`src/rtl/ctrl_mc_if.sv`:
```
// rtl/ctrl_mc_if.sv - IR/status inputs and datapath control outputs of the multicycle controller
interface ctrl_mc_if #(
    parameter int STAT_W = 4
);
    logic [3:0]        opcode;
    logic [STAT_W-1:0] mm;
    logic [STAT_W-1:0] stat;
    logic              mem_ack;
    logic              rf_we;
    logic [1:0]        alu_op;
    logic              wb_sel;
    logic              swp_sel;
    logic              br_sel;
    logic              pc_sel;
    logic              pc_write;
    logic              pc_rst;
    logic              ir_load;
    logic              dm_re;
    logic              dm_we;
    logic              halted;
    logic              timeout_err;

    // controller side
    modport master (
        input  opcode, mm, stat, mem_ack,
        output rf_we, alu_op, wb_sel, swp_sel, br_sel, pc_sel, pc_write,
               pc_rst, ir_load, dm_re, dm_we, halted, timeout_err
    );

    // datapath side
    modport slave (
        output opcode, mm, stat, mem_ack,
        input  rf_we, alu_op, wb_sel, swp_sel, br_sel, pc_sel, pc_write,
               pc_rst, ir_load, dm_re, dm_we, halted, timeout_err
    );
endinterface

```
`src/rtl/ctrl_mc.sv`:
```
// rtl/ctrl_mc.sv - multicycle SISC control FSM with memory handshake, timeout and HALT
module ctrl_mc #(
    parameter int STAT_W   = 4,
    parameter int AM_IMM   = 8,
    parameter int MAX_WAIT = 15,
    parameter int WAIT_W   = 4
) (
    input  logic      clk,
    input  logic      rst_f,
    ctrl_mc_if.master bus
);
    typedef enum logic [3:0] {
        START0, START1, FETCH, DECODE, EXECUTE, MEM, WB1, WB2, HALT
    } state_t;

    state_t            state;
    logic [WAIT_W-1:0] wait_cnt;
    logic              timeout_q;

    // opcode classes; 9..14 fall through every class and behave as NOOP
    logic is_lod, is_str, is_swp, is_alu, is_hlt;
    logic is_bra, is_brr, is_bne, is_bnr;
    logic is_mem, needs_exec, imm, cond, taken;
    logic [1:0] exec_alu_op;

    assign is_lod = (bus.opcode == 4'd1);
    assign is_str = (bus.opcode == 4'd2);
    assign is_swp = (bus.opcode == 4'd3);
    assign is_bra = (bus.opcode == 4'd4);
    assign is_brr = (bus.opcode == 4'd5);
    assign is_bne = (bus.opcode == 4'd6);
    assign is_bnr = (bus.opcode == 4'd7);
    assign is_alu = (bus.opcode == 4'd8);
    assign is_hlt = (bus.opcode == 4'd15);

    assign is_mem     = is_lod | is_str;
    assign needs_exec = is_mem | is_swp | is_alu;
    assign imm        = (bus.mm == STAT_W'(AM_IMM));
    assign cond       = |(bus.mm & bus.stat);
    assign taken      = ((is_bra | is_brr) & cond) | ((is_bne | is_bnr) & ~cond);

    // ALU control shared by EXECUTE, MEM and WB1 so address/result stay stable across phases
    assign exec_alu_op = is_alu ? {1'b0, imm} :
                         is_mem ? {1'b1, ~imm} : 2'b10;

    // state sequencing, memory wait counter and sticky timeout flag
    always_ff @(posedge clk or negedge rst_f) begin
        if (!rst_f) begin
            state     <= START1;
            wait_cnt  <= '0;
            timeout_q <= 1'b0;
        end else begin
            case (state)
                START0:  state <= START1;
                START1:  state <= FETCH;
                FETCH:   state <= DECODE;
                DECODE: begin
                    if (is_hlt)          state <= HALT;
                    else if (needs_exec) state <= EXECUTE;
                    else                 state <= FETCH;
                end
                EXECUTE: begin
                    if (is_mem) begin
                        state    <= MEM;
                        wait_cnt <= '0;
                    end else begin
                        state <= WB1;
                    end
                end
                MEM: begin
                    // an ack on the final allowed cycle still completes normally
                    if (bus.mem_ack) begin
                        state <= is_lod ? WB1 : FETCH;
                    end else if (wait_cnt == WAIT_W'(MAX_WAIT - 1)) begin
                        timeout_q <= 1'b1;
                        state     <= HALT;
                    end else begin
                        wait_cnt <= wait_cnt + 1'b1;
                    end
                end
                WB1:     state <= is_swp ? WB2 : FETCH;
                WB2:     state <= FETCH;
                HALT:    state <= HALT;
                default: state <= START1;
            endcase
        end
    end

    // Moore output decode; only the DECODE-cycle branch load looks at live status
    always_comb begin
        bus.rf_we    = 1'b0;
        bus.alu_op   = 2'b10;
        bus.wb_sel   = 1'b0;
        bus.swp_sel  = 1'b0;
        bus.br_sel   = 1'b0;
        bus.pc_sel   = 1'b0;
        bus.pc_write = 1'b0;
        bus.pc_rst   = 1'b0;
        bus.ir_load  = 1'b0;
        bus.dm_re    = 1'b0;
        bus.dm_we    = 1'b0;
        bus.halted   = 1'b0;
        case (state)
            START0, START1: bus.pc_rst = 1'b1;
            FETCH: begin
                bus.ir_load  = 1'b1;
                bus.pc_write = 1'b1;
            end
            DECODE: begin
                bus.pc_sel   = 1'b1;
                bus.br_sel   = is_bra | is_bne;
                bus.pc_write = taken;
            end
            EXECUTE: bus.alu_op = exec_alu_op;
            MEM: begin
                bus.alu_op = exec_alu_op;
                bus.dm_re  = is_lod;
                bus.dm_we  = is_str;
            end
            WB1: begin
                bus.rf_we  = 1'b1;
                bus.wb_sel = is_lod;
                bus.alu_op = exec_alu_op;
            end
            WB2: begin
                bus.rf_we   = 1'b1;
                bus.swp_sel = 1'b1;
            end
            HALT:    bus.halted = 1'b1;
            default: bus.pc_rst = 1'b1;
        endcase
    end

    assign bus.timeout_err = timeout_q;
endmodule

```
`src/flat_wrapper.sv`:
```
// flat-port wrapper written by rule: the top's interface ports become plain ports
module ctrl_mc_flat 
#(
    parameter int STAT_W   = 4,
    parameter int AM_IMM   = 8,
    parameter int MAX_WAIT = 15,
    parameter int WAIT_W   = 4
)
  (clk, rst_f, bus_opcode, bus_mm, bus_stat, bus_mem_ack, bus_rf_we, bus_alu_op, bus_wb_sel, bus_swp_sel, bus_br_sel, bus_pc_sel, bus_pc_write, bus_pc_rst, bus_ir_load, bus_dm_re, bus_dm_we, bus_halted, bus_timeout_err);
  ctrl_mc_if #(.STAT_W(STAT_W)) bus_i ();
  input  logic clk;
  input  logic rst_f;
  input wire logic [$bits(bus_i.opcode)-1:0] bus_opcode;
  input wire logic [$bits(bus_i.mm)-1:0] bus_mm;
  input wire logic [$bits(bus_i.stat)-1:0] bus_stat;
  input wire logic [$bits(bus_i.mem_ack)-1:0] bus_mem_ack;
  output wire logic [$bits(bus_i.rf_we)-1:0] bus_rf_we;
  output wire logic [$bits(bus_i.alu_op)-1:0] bus_alu_op;
  output wire logic [$bits(bus_i.wb_sel)-1:0] bus_wb_sel;
  output wire logic [$bits(bus_i.swp_sel)-1:0] bus_swp_sel;
  output wire logic [$bits(bus_i.br_sel)-1:0] bus_br_sel;
  output wire logic [$bits(bus_i.pc_sel)-1:0] bus_pc_sel;
  output wire logic [$bits(bus_i.pc_write)-1:0] bus_pc_write;
  output wire logic [$bits(bus_i.pc_rst)-1:0] bus_pc_rst;
  output wire logic [$bits(bus_i.ir_load)-1:0] bus_ir_load;
  output wire logic [$bits(bus_i.dm_re)-1:0] bus_dm_re;
  output wire logic [$bits(bus_i.dm_we)-1:0] bus_dm_we;
  output wire logic [$bits(bus_i.halted)-1:0] bus_halted;
  output wire logic [$bits(bus_i.timeout_err)-1:0] bus_timeout_err;
  assign bus_i.opcode = bus_opcode;
  assign bus_i.mm = bus_mm;
  assign bus_i.stat = bus_stat;
  assign bus_i.mem_ack = bus_mem_ack;
  assign bus_rf_we = bus_i.rf_we;
  assign bus_alu_op = bus_i.alu_op;
  assign bus_wb_sel = bus_i.wb_sel;
  assign bus_swp_sel = bus_i.swp_sel;
  assign bus_br_sel = bus_i.br_sel;
  assign bus_pc_sel = bus_i.pc_sel;
  assign bus_pc_write = bus_i.pc_write;
  assign bus_pc_rst = bus_i.pc_rst;
  assign bus_ir_load = bus_i.ir_load;
  assign bus_dm_re = bus_i.dm_re;
  assign bus_dm_we = bus_i.dm_we;
  assign bus_halted = bus_i.halted;
  assign bus_timeout_err = bus_i.timeout_err;
  ctrl_mc #(.STAT_W(STAT_W), .AM_IMM(AM_IMM), .MAX_WAIT(MAX_WAIT), .WAIT_W(WAIT_W)) u_core (.clk(clk), .rst_f(rst_f), .bus(bus_i));
endmodule
```
`config.mk`:
```
export PLATFORM = sky130hd
export DESIGN_NAME = ctrl_mc_flat
export DESIGN_NICKNAME = d
export VERILOG_FILES = /design/src/rtl/ctrl_mc_if.sv /design/src/rtl/ctrl_mc.sv /design/src/flat_wrapper.sv
export SDC_FILE = /design/constraint.sdc
export NUM_CORES = 1
export LEC_CHECK = 0
export CORE_ASPECT_RATIO = 1.25
export CORE_MARGIN = 2
export CORE_UTILIZATION = 40
export CTS_CLUSTER_DIAMETER = 100
export CTS_CLUSTER_SIZE = 14
export DETAILED_ROUTE_END_ITERATION = 10
export PLACE_DENSITY = 0.81
export REMOVE_ABC_BUFFERS = 1
export SYNTH_ARGS = -nofsm -noshare
export SYNTH_HDL_FRONTEND = slang
export SYNTH_SLANG_ARGS = --single-unit
```
`constraint.sdc`:
```
create_clock -name clk -period 2.13 [get_ports clk]
set_input_delay 0.639 -clock clk [delete_from_list [all_inputs] [get_ports clk]]
set_output_delay 0.639 -clock clk [all_outputs]
set_load 0.005 [all_outputs]
```
# Word-level counts from Yosys, hierarchy flattened
# Cells that the tools add are included.
[op_classes] add_sub_neg=1 n_bitwise=13 n_eq_ne=23 reduce_logical=8 muxes=26
[ops] op="== test 4 x 3 -> 1 bit (second input constant)" count=8
[ops] op="case mux 4 bit (7 select lines)" count=1
[ops] op="two-way mux 4 bit" count=6
[ops] op="== test 4 bit (second input constant)" count=5
[ops] op="== test 4 x 2 -> 1 bit (second input constant)" count=4
[ops] op="two-way mux 1 bit" count=11
[ops] op="two-way mux 3 bit" count=3
[ops] op="== test 4 x 1 -> 1 bit (second input constant)" count=2
[ops] op="case mux 4 bit (2 select lines)" count=1
[ops] op="bitwise OR 1 bit" count=7
[ops] op="OR reduction 7 bit" count=1
[ops] op="two-way mux 2 bit" count=3
[ops] op="adder 4 x 1 -> 4 bit (second input constant)" count=1
[ops] op="AND 4 bit" count=1
[ops] op="inequality test 2 bit (second input constant)" count=2
[ops] op="AND reduction 4 bit" count=1
[ops] op="OR reduction 2 bit" count=2
[ops] op="OR reduction 4 bit" count=1
[ops] op="inequality test 3 x 2 -> 1 bit (second input constant)" count=1
[ops] op="NOT 1 bit" count=3
[ops] op="AND reduction 3 bit" count=1
[ops] op="OR reduction 3 bit" count=1
[ops] op="AND 1 bit" count=2
[ops] op="inequality test 2 x 1 -> 1 bit (second input constant)" count=1
[ops] op="other kinds (2)" count=2
[totals] wordCells=74 output_inout_bits=14 inputBits=15 register_bits=9

# Longest topological paths before layout
# Gate-level depths: netlist of run 1.
[logic_depth] depth_word=7 ltp_mapped=6 depth_no_buf=6

# Worst setup path before layout of run 1
# No wires, ideal clock.
[synth_path] kind="input-to-output" start="input bus_mm[0]" end="output bus_alu_op[0]" required_time_ns=1.491 n_path_buf=0 slack_ns=-0.084 arrival_ns=1.575 stages=4 cell_sequence="or4b_1 -> mux2i_1 -> o21ai_0 -> and2_1"
[synth_between] elab_chain_cells=5
[synth_lines] element="from (decl)" line="flat_wrapper.sv:14" source="input wire logic [$bits(bus_i.mm)-1:0] bus_mm;"
[synth_lines] element="== test 4 bit *" line="ctrl_mc.sv:38" source="assign imm = (bus.mm == STAT_W'(AM_IMM));"
[synth_lines] element="NOT 1 bit" line="ctrl_mc.sv:44" source="is_mem ? {1'b1, ~imm} : 2'b10;"
[synth_lines] element="two-way mux 1 bit" line="ctrl_mc.sv:44"
[synth_lines] element="two-way mux 2 bit *" line="ctrl_mc.sv:43" source="assign exec_alu_op = is_alu ? {1'b0, imm} :"
[synth_lines] element="two-way mux 2 bit *" line="ctrl_mc.sv:103" source="case (state)"
[synth_lines] element="to (decl)" line="flat_wrapper.sv:18" source="output wire logic [$bits(bus_i.alu_op)-1:0] bus_alu_op;"
# Mark *: on every way between the ends. The rest lies on a longest branch, timed or not.

# Worst setup path in the final report of run 1
# Ends and elaborated chain as after synthesis.

==> results.json, run 1 <==
{
  "chipWidth_um": 45.7,
  "drcViolationCount": 0,
  "cts_buffer_depth": 2,
  "syn_area_per_cell_um2": 7.82,
  "fmax_ghz": 0.421,
  "grt_pass1_wl_mm": 4.55,
  "dr.pass1.iters": 4,
  "via_count": 1138,
  "grt_max_degree": 10,
  "ys_ff_latch": 9,
  "final.setup_skew_ns": 0.00528,
  "area_growth_pct": 79.0,
  "core_mm2": 0.00200,
  "rows": 18,
  "hpwl_mm": 2.17,
  "fin_tns_setup_ns": -0.400,
  "cp-start-kind": "input pin",
  "initial_core_util_pct": 43.3,
  "wl_mm": 3.04,
  "synthArstFlopShare_pct": 100,
  "drive_above_1_share_pct": 52.5,
  "final_area_mm2": 0.00155,
  "synth_top_area_share_pct": 23.1,
  "antenna_found_initial": 0,
  "clkTransAtPathRegs_ns": 0.07,
  "nFillCells": 144,
  "grt_pass1_vias": 1105,
  "netlist_instances": 111,
  "irDropWorstVdd_mv": 0.643,
  "grt_overflow_total": 0,
  "io_pins": 29,
  "via_per_inst": 5.66,
  "clk_latency_ns": 0.27,
  "hp-class": "flop to flop",
  "placed_area_mm2": 0.00138,
  "hold_start": "u_core.bus.timeout_err",
  "syn_area_um2": 868,
  "yosysSeqAreaShare_pct": 26.1,
  "hold_violations": 0,
  "setup_viol_count_final": 4,
  "drtIter0Drc": 20,
  "cts_max_level": 1,
  "hold_path_end": "u_core.bus.timeout_err",
  "endpoint_kind": "output pin",
  "synth_top_area_cell": "dfrtp_1",
  "p_per_area_mw_per_mm2": 862,
  "rr_endpoint": "u_core.wait_cnt[3]",
  "cts.sinks": 9,
  "cts_made_buffers": 3,
  "drtAntennaViolNets": 0,
  "wire_per_inst_um": 15.1,
  "critPathMaxFanout": 2,
  "r2r-start": "u_core.state[2]",
  "min_path_cells": 1,
  "hold_buffers": 0,
  "portBuffers": 28,
  "antenna_cells": 0,
  "rr_worst_depth": 8,
  "place.gp.congestion": 0.859,
  "post-route-period-util_pct": 112,
  "synth_cell_types": 47,
  "dieArea_mm2": 0.00256,
  "layout_setup_ws_ns": -0.247,
  "p_leak_nw": 0.750,
  "layout_min_cycle_time_ns": 2.38,
  "slew_viol_final": 0,
  "relSlewSlack_pct": 72.1,
  "fp.dieH_um": 56.1,
  "synthTopCellsByArea": "dfrtp_1, nor2_1, nand2_1",
  "required_ns": 1.49,
  "drv_cap": 0,
  "failed_checks": "setup timing",
  "worst-r2r-setup-slack_ns": 0.26,
  "crit_type": "input pin to output pin",
  "synth_top_flop_cell": "dfrtp_1",
  "synth_edf_count": 0,
  "arrival_ns": 1.74,
  "outcome": "complete, but fails checks",
  "cts_tree": "built",
  "cts_root_buf": "clkbuf_4",
  "final_nets": 199,
  "grtUsageTotal_pct": 23.8,
  "worstMarginPinSlew_ns": 0.418,
  "rsz0062_at_grt": "true",
  "ys_warn_count": 0
}
cell type report:
cell class,count,area (µm²),share of cell area (%)
clock buffer,4,26.3,1.69
inverter,4,15.0,0.966
multi-input combinational,90,667,42.9
sequential,9,226,14.6
tap,20,25.0,1.61
timing repair buffer,74,594,38.2
stage by stage:
stage / power [mW] / setup slack (ns) / hold slack [ns] / utilization, % / cells
CTS: 1.19 / -0.268 / 0.488 / 72.0 / 194
detailed placement: 1.03 / -1.04 / 0.470 / 69.0 / 185
global placement: 1.01 / -1.00 / 0.460 / 69.0 / 185
global route: 1.42 / -0.315 / 0.504 / 77.5 / 201
finish: 1.34 / -0.247 / 0.484 / 77.5 / 201
floorplan: 0.586 / -0.0840 / 0.343 / - / 103
repair_timing:
item,CTS,global route
gates resized for setup,85,26
endpoints found under the setup margin,14,13
buffers inserted,5,7
pin swaps,13,9
worst max-delay path by stage:
stage,from,to,slack [ns],cells after the start
after CTS,bus_mm[1],bus_alu_op[0],-0.27,6
after global routing,bus_mm[0],bus_alu_op[0],-0.31,6
after floorplan,bus_mm[0],bus_alu_op[0],-0.08,4
after detailed placement,bus_mm[0],bus_alu_op[0],-1.04,6
after global placement,bus_mm[0],bus_alu_op[0],-1.00,6
final,bus_mm[0],bus_alu_op[0],-0.25,6
cells in the final DEF, fill, tap and decap left out, drive strengths merged, types with 3 or more instances in the layout:
cell            n
buf            59
nor2           16
nand2          11
nand3           8
dfrtp           8
clkbuf          8
nor3            5
dlygate4sd2     4
o21ai           4
inv             4
clkdlybuf4s15   4
clkdlybuf4s50   3
nor2b           3
cell families after synthesis:
kind of cell / Yosys count / synth area share (%)
AOI/OAI and AO/OA: 21 / 18.2
xor gates and xnor gates: 2 / 2.88
adders and majority gates: 2 / 2.88
buffers and inverters: 12 / 6.92
DFF: 9 / 26.1
muxes: 3 / 3.60
and+or+nand+nor: 62 / 39.5
cell usage after synthesis, drive strengths merged (2+ instances only):
cell	count
buf	5
and3	2
nor3	5
a22oi	2
ha	2
nor4b	2
a221oi	2
or4	2
clkbuf	3
nor3b	2
mux2i	2
dfrtp	8
o21ai	4
inv	4
nand3	8
nor2b	3
nand2	11
nor2	16
a31oi	2
or2	2
nor4	2
o211ai	2
critical path: stages:
cell	delay, ns
buf_6	0.09
or4b_4	0.54
mux2i_1	0.16
o21ai_1	0.06
and2_1	0.13
buf_2	0.12
metal layers:
metal	GRT usage, %	wire length, µm
met1	23.5	1150
met2	41.4	1620
met3	4.87	158
met4	16.0	107
met5	0	0
power breakdown:
part	leakage [nW]	switching [mW]	internal, mW	total, mW
combinational	0.621	0.429	0.507	0.936
sequential	0.115	0.0433	0.221	0.264
clock	0.0150	0.0673	0.0726	0.140
registers in the layout (all words and copies together), names as in the netlist:
signal and cells:
u_core.state 4, u_core.wait_cnt 4, u_core.bus.timeout_err 1
No activity file was read; power rests on OpenSTA's default activity.
==> inputs of run 2 (changes only) <==
Settings changed: CORE_ASPECT_RATIO 1.25 to 1.2.
==> run 2 against run 1 <==
Effect of this change:
- the run still ends with setup timing left
- clock-buffer cell count did not move
- die area barely moved
- non-clock buffer count rose by 11
- combinational power rose by 25%
- hold slack improved by 0.037 ns
- sequential cell count did not move
- largest cell class unchanged
- largest power group unchanged
==> results.json, run 2 (same netlist as run 1, synthesis figures left out) <==
{
  "outcome": "complete, but fails checks",
  "failed_checks": "setup timing",
  "slew_viol_final": 0,
  "drive_above_1_share_pct": 58.9,
  "wire_per_inst_um": 18.0,
  "place.gp.congestion": 0.900,
  "cts_tree": "built",
  "mostFrequentLayoutCells": "buf_4, buf_6, buf_2",
  "area_growth_pct": 97.4,
  "fmax_ghz": 0.416,
  "final_nets": 210,
  "worstMarginPinSlew_ns": 0.636,
  "endpoint_kind": "output pin",
  "cts_buffer_depth": 2,
  "post-route-period-util_pct": 113,
  "cts.sinks": 9,
  "via_count": 1304,
  "grtUsageTotal_pct": 31.2,
  "rsz0062_at_grt": "true",
  "hp-class": "flop to flop",
  "crit_type": "input pin to output pin",
  "layout_setup_ws_ns": -0.274,
  "grtUsageMet1_pct": 29.4,
  "pre_cts_slack_ns": -1.07,
  "cts_root_buf": "clkbuf_4",
  "multi_input_area_um2": 718,
  "p_sw_uw": 661,
  "via_per_inst": 5.87,
  "grt_util_met2_pct": 59.3,
  "initial_core_util_pct": 42.4,
  "power_frac_comb_pct": 73.7,
  "irDropWorstVdd_mv": 0.573,
  "wl_mm": 3.99,
  "grtUsageMet3_pct": 3.90,
  "final_common_cell": "buf_4",
  "cts_max_level": 1,
  "swShare_pct": 41.7,
  "final.setup_skew_ns": 0.00627,
  "drtIter0Drc": 46,
  "hold_violations": 0,
  "dieArea_mm2": 0.00256,
  "chipWidth_um": 46.5,
  "drcViolationCount": 0,
  "rows": 18,
  "grt.busiest_layer": "met2",
  "core_mm2": 0.00205,
  "relSlewSlack_pct": 57.0,
  "cts_made_buffers": 3,
  "arrival_ns": 1.76,
  "grt_pass1_vias": 1302,
  "grt_pass1_wl_mm": 5.58,
  "nFillCells": 113,
  "layout_min_cycle_time_ns": 2.40,
  "cp-start-kind": "input pin",
  "hold_buffers": 0,
  "pwr-share-seq_pct": 16.9,
  "p_clk_share_pct": 9.4,
  "worst-r2r-setup-slack_ns": 0.05,
  "dr.pass1.iters": 4,
  "p_leak_nw": 0.806,
  "clkTransAtPathRegs_ns": 0.07,
  "drv_cap": 0,
  "p_per_area_mw_per_mm2": 925,
  "critPathMaxFanout": 2,
  "grt_max_degree": 10,
  "grt_overflow_total": 0,
  "antenna_found_initial": 0,
  "hold_ws_ns": 0.521,
  "fp.dieH_um": 55.0,
  "clk_latency_ns": 0.29,
  "antenna_cells": 0,
  "internal-power_uw": 924,
  "setup_viol_count_final": 5,
  "required_ns": 1.49,
  "io_pins": 29,
  "drtAntennaViolNets": 0,
  "seqCellArea_um2": 228,
  "portBuffers": 28,
  "hpwl_mm": 2.26
}
[run 2: cell types whose count changed in the layout (fill, tap and decap cells not counted), moves of 2 or more]
| cell | previous run | this run |
|---|---|---|
| clkdlybuf4s15_2 | 2 | 0 |
| dlygate4sd2_1 | 4 | 1 |
| buf_2 | 10 | 14 |
| buf_6 | 13 | 20 |
| buf_4 | 36 | 41 |
[run 2: repair_timing]
item | CTS | global route
pin swaps | 17 | 12
gates resized for setup | 116 | 23
endpoints found under the setup margin | 16 | 13
buffers inserted | 21 | 7
[run 2: worst paths after layout]
kind                                         from                endpoint  cells past startpoint
setup / recovery                        bus_mm[0]           bus_alu_op[0]                      6
hold / removal             u_core.bus.timeout_err  u_core.bus.timeout_err                      1
setup reg to reg                  u_core.state[0]      u_core.wait_cnt[2]                      8
hold reg to reg            u_core.bus.timeout_err  u_core.bus.timeout_err                      1
max in group asynchronous                   rst_f         u_core.state[0]                      1
min in group asynchronous                   rst_f      u_core.wait_cnt[2]                      1
[run 2: per-layer routing]
layer,wire (µm),vias to the layer above
li1,-,572
met1,1410,622
met2,2150,83
met3,226,27
met4,198,0
met5,0,-
[run 2: per-stage QoR]
| stage | utilization, % | cells | setup TNS [ns] | total power, mW | instance area [µm²] |
|---|---|---|---|---|---|
| 2_1_floorplan | - | 103 | -0.0840 | 0.586 | 823 |
| 3_3_place_gp | 67.8 | 194 | -6.11 | 1.01 | 1390 |
| 3_5_place_dp | 67.8 | 194 | -6.58 | 1.04 | 1390 |
| 4_1_cts | 79.7 | 219 | -0.663 | 1.36 | 1630 |
| 5_1_grt | 83.6 | 222 | -0.858 | 1.66 | 1710 |
| 6_report | 83.6 | 222 | -0.733 | 1.59 | 1710 |
[run 2: power groups by stage]
| stage | combinational [mW] | clock, mW | sequential (mW) |
|---|---|---|---|
| detailed placement | 0.766 | 0 | 0.273 |
| finish | 1.17 | 0.149 | 0.268 |
| global placement | 0.745 | 0 | 0.269 |
| global route | 1.24 | 0.155 | 0.271 |
| floorplan | 0.289 | 0 | 0.297 |
| CTS | 0.953 | 0.146 | 0.257 |
[run 2: final cells by class]
type / count / share of cell area, %
multi-input cells: 90 / 41.9
well taps: 30 / 2.19
inverters: 4 / 1.02
flip-flops and latches: 9 / 13.3
repair buffers: 85 / 40.1
clock buffers: 4 / 1.53
[run 2: critical path: stages]
cell and delay, ns:
buf_6 0.09, or4b_4 0.54, mux2i_1 0.16, o21ai_1 0.07, and2_1 0.15, buf_2 0.12
==> inputs of run 3 (changes only) <==
Settings changed: SKIP_LAST_GASP set to 1.
==> run 3 against run 2 <==
Effect of this change:
- the flow still finishes with violations (setup timing)
- critical path depth unchanged
- core utilization down 1.3 points
- clock power about the same
- first-iteration DRC count down 17%
- highest routed layer unchanged
==> results.json, run 3 (same netlist as run 1, synthesis figures left out) <==
{
  "outcome": "complete, but fails checks",
  "failed_checks": "setup timing",
  "required_ns": 1.49,
  "clk_latency_ns": 0.29,
  "core_mm2": 0.00205,
  "cp-start-kind": "input pin",
  "wire_per_inst_um": 17.6,
  "drcViolationCount": 0,
  "dieArea_mm2": 0.00256,
  "initial_core_util_pct": 42.4,
  "antenna_cells": 0,
  "setup_viol_count_final": 5,
  "io_pins": 29,
  "placed_area_mm2": 0.00139,
  "p_per_area_mw_per_mm2": 905,
  "drtIter0Drc": 38,
  "via_per_inst": 5.83,
  "worstMarginPinSlew_ns": 0.541,
  "hp-class": "flop to flop",
  "p_leak_nw": 0.797,
  "final_area_mm2": 0.00169,
  "hold_path_end": "u_core.bus.timeout_err",
  "antenna_found_initial": 0,
  "slew_viol_final": 0,
  "drtAntennaViolNets": 0,
  "min_path_cells": 1,
  "via_count": 1282,
  "clkTransAtPathRegs_ns": 0.07,
  "crit_type": "input pin to output pin",
  "mostFrequentLayoutCells": "buf_4, buf_6, buf_2",
  "portBuffers": 28,
  "nFillCells": 123,
  "arrival_ns": 1.77,
  "place.gp.congestion": 0.900,
  "cts_max_level": 1,
  "drive_above_1_share_pct": 57.9,
  "wl_mm": 3.87,
  "grtUsageTotal_pct": 29.4,
  "hold_violations": 0,
  "hpwl_mm": 2.26,
  "dr.pass1.iters": 4,
  "seqCellArea_um2": 228,
  "fp.dieH_um": 55.0,
  "hold_buffers": 0,
  "fmax_ghz": 0.415,
  "fin_tns_setup_ns": -0.660,
  "drv_cap": 0,
  "final_nets": 208,
  "layout_setup_ws_ns": -0.279,
  "cts_tree": "built",
  "multi_input_area_um2": 717,
  "endpoint_kind": "output pin",
  "chipWidth_um": 46.5,
  "rr_endpoint": "u_core.state[0]",
  "pre_cts_slack_ns": -1.07,
  "final_common_cell": "buf_4",
  "cts_buffer_depth": 2,
  "layout_min_cycle_time_ns": 2.41,
  "cts_made_buffers": 3,
  "rr_worst_depth": 8,
  "final.setup_skew_ns": 0.00738,
  "grt_overflow_total": 0,
  "rsz0062_at_grt": "true",
  "relSlewSlack_pct": 63.9,
  "r2r-start": "u_core.state[0]",
  "grt_max_degree": 10,
  "grt_pass1_wl_mm": 5.30,
  "hold_start": "u_core.bus.timeout_err",
  "area_growth_pct": 94.4,
  "grt_pass1_vias": 1276,
  "post-route-period-util_pct": 113,
  "cts.sinks": 9,
  "cts_root_buf": "clkbuf_4",
  "worst-r2r-setup-slack_ns": 0.13,
  "rows": 18,
  "irDropWorstVdd_mv": 0.540,
  "critPathMaxFanout": 2,
  "total_power_mw": 1.53
}
## run 3: where the power goes
| group | switching [mW] | total [mW] | internal, mW |
|---|---|---|---|
| logic | 0.516 | 1.11 | 0.596 |
| clock network | 0.0774 | 0.150 | 0.0730 |
| registers | 0.0431 | 0.264 | 0.221 |
| total | 0.636 | 1.53 | 0.890 |
## run 3: stage by stage
stage / hold slack [ns] / utilization (%) / cells
2_1_floorplan: 0.343 / - / 103
3_3_place_gp: 0.460 / 67.8 / 194
3_5_place_dp: 0.485 / 67.8 / 194
4_1_cts: 0.504 / 78.9 / 219
5_1_grt: 0.538 / 82.4 / 220
6_report: 0.522 / 82.4 / 220
## run 3: how the worst max path moves through the flow
stage | from | to | cells past startpoint
finish | bus_mm[0] | bus_alu_op[0] | 6
global route | bus_mm[0] | bus_alu_op[0] | 6
CTS | bus_mm[1] | bus_alu_op[0] | 6
detailed placement | bus_mm[0] | bus_alu_op[0] | 6
global placement | bus_mm[0] | bus_alu_op[0] | 6
floorplan | bus_mm[0] | bus_alu_op[0] | 4
## run 3: worst max-delay path, stage by stage
cell and delay [ns]:
buf_6 0.09, or4b_4 0.54, mux2i_1 0.16, o21ai_1 0.07, and2_1 0.15, buf_2 0.12
## run 3: area by class of cell
class,instances,share of cell area (%)
clock buffer,4,1.56
inverter,4,1.04
timing repair buffer,83,39.2
tap,30,2.22
sequential,9,13.5
multi-input combinational,90,42.5
## run 3: layer usage
metal	wire, µm	GRT usage, %
met2	2040	55.8
met4	175	21.9
met1	1430	27.7
met3	229	4.22
met5	0	0
## run 3: timing repair
| action | 4_1_cts | 5_1_grt |
|---|---|---|
| gates resized for setup | 105 | 32 |
| pin swaps | 15 | 13 |
| setup buffers | 21 | 6 |
| endpoints found under the setup margin | 16 | 13 |
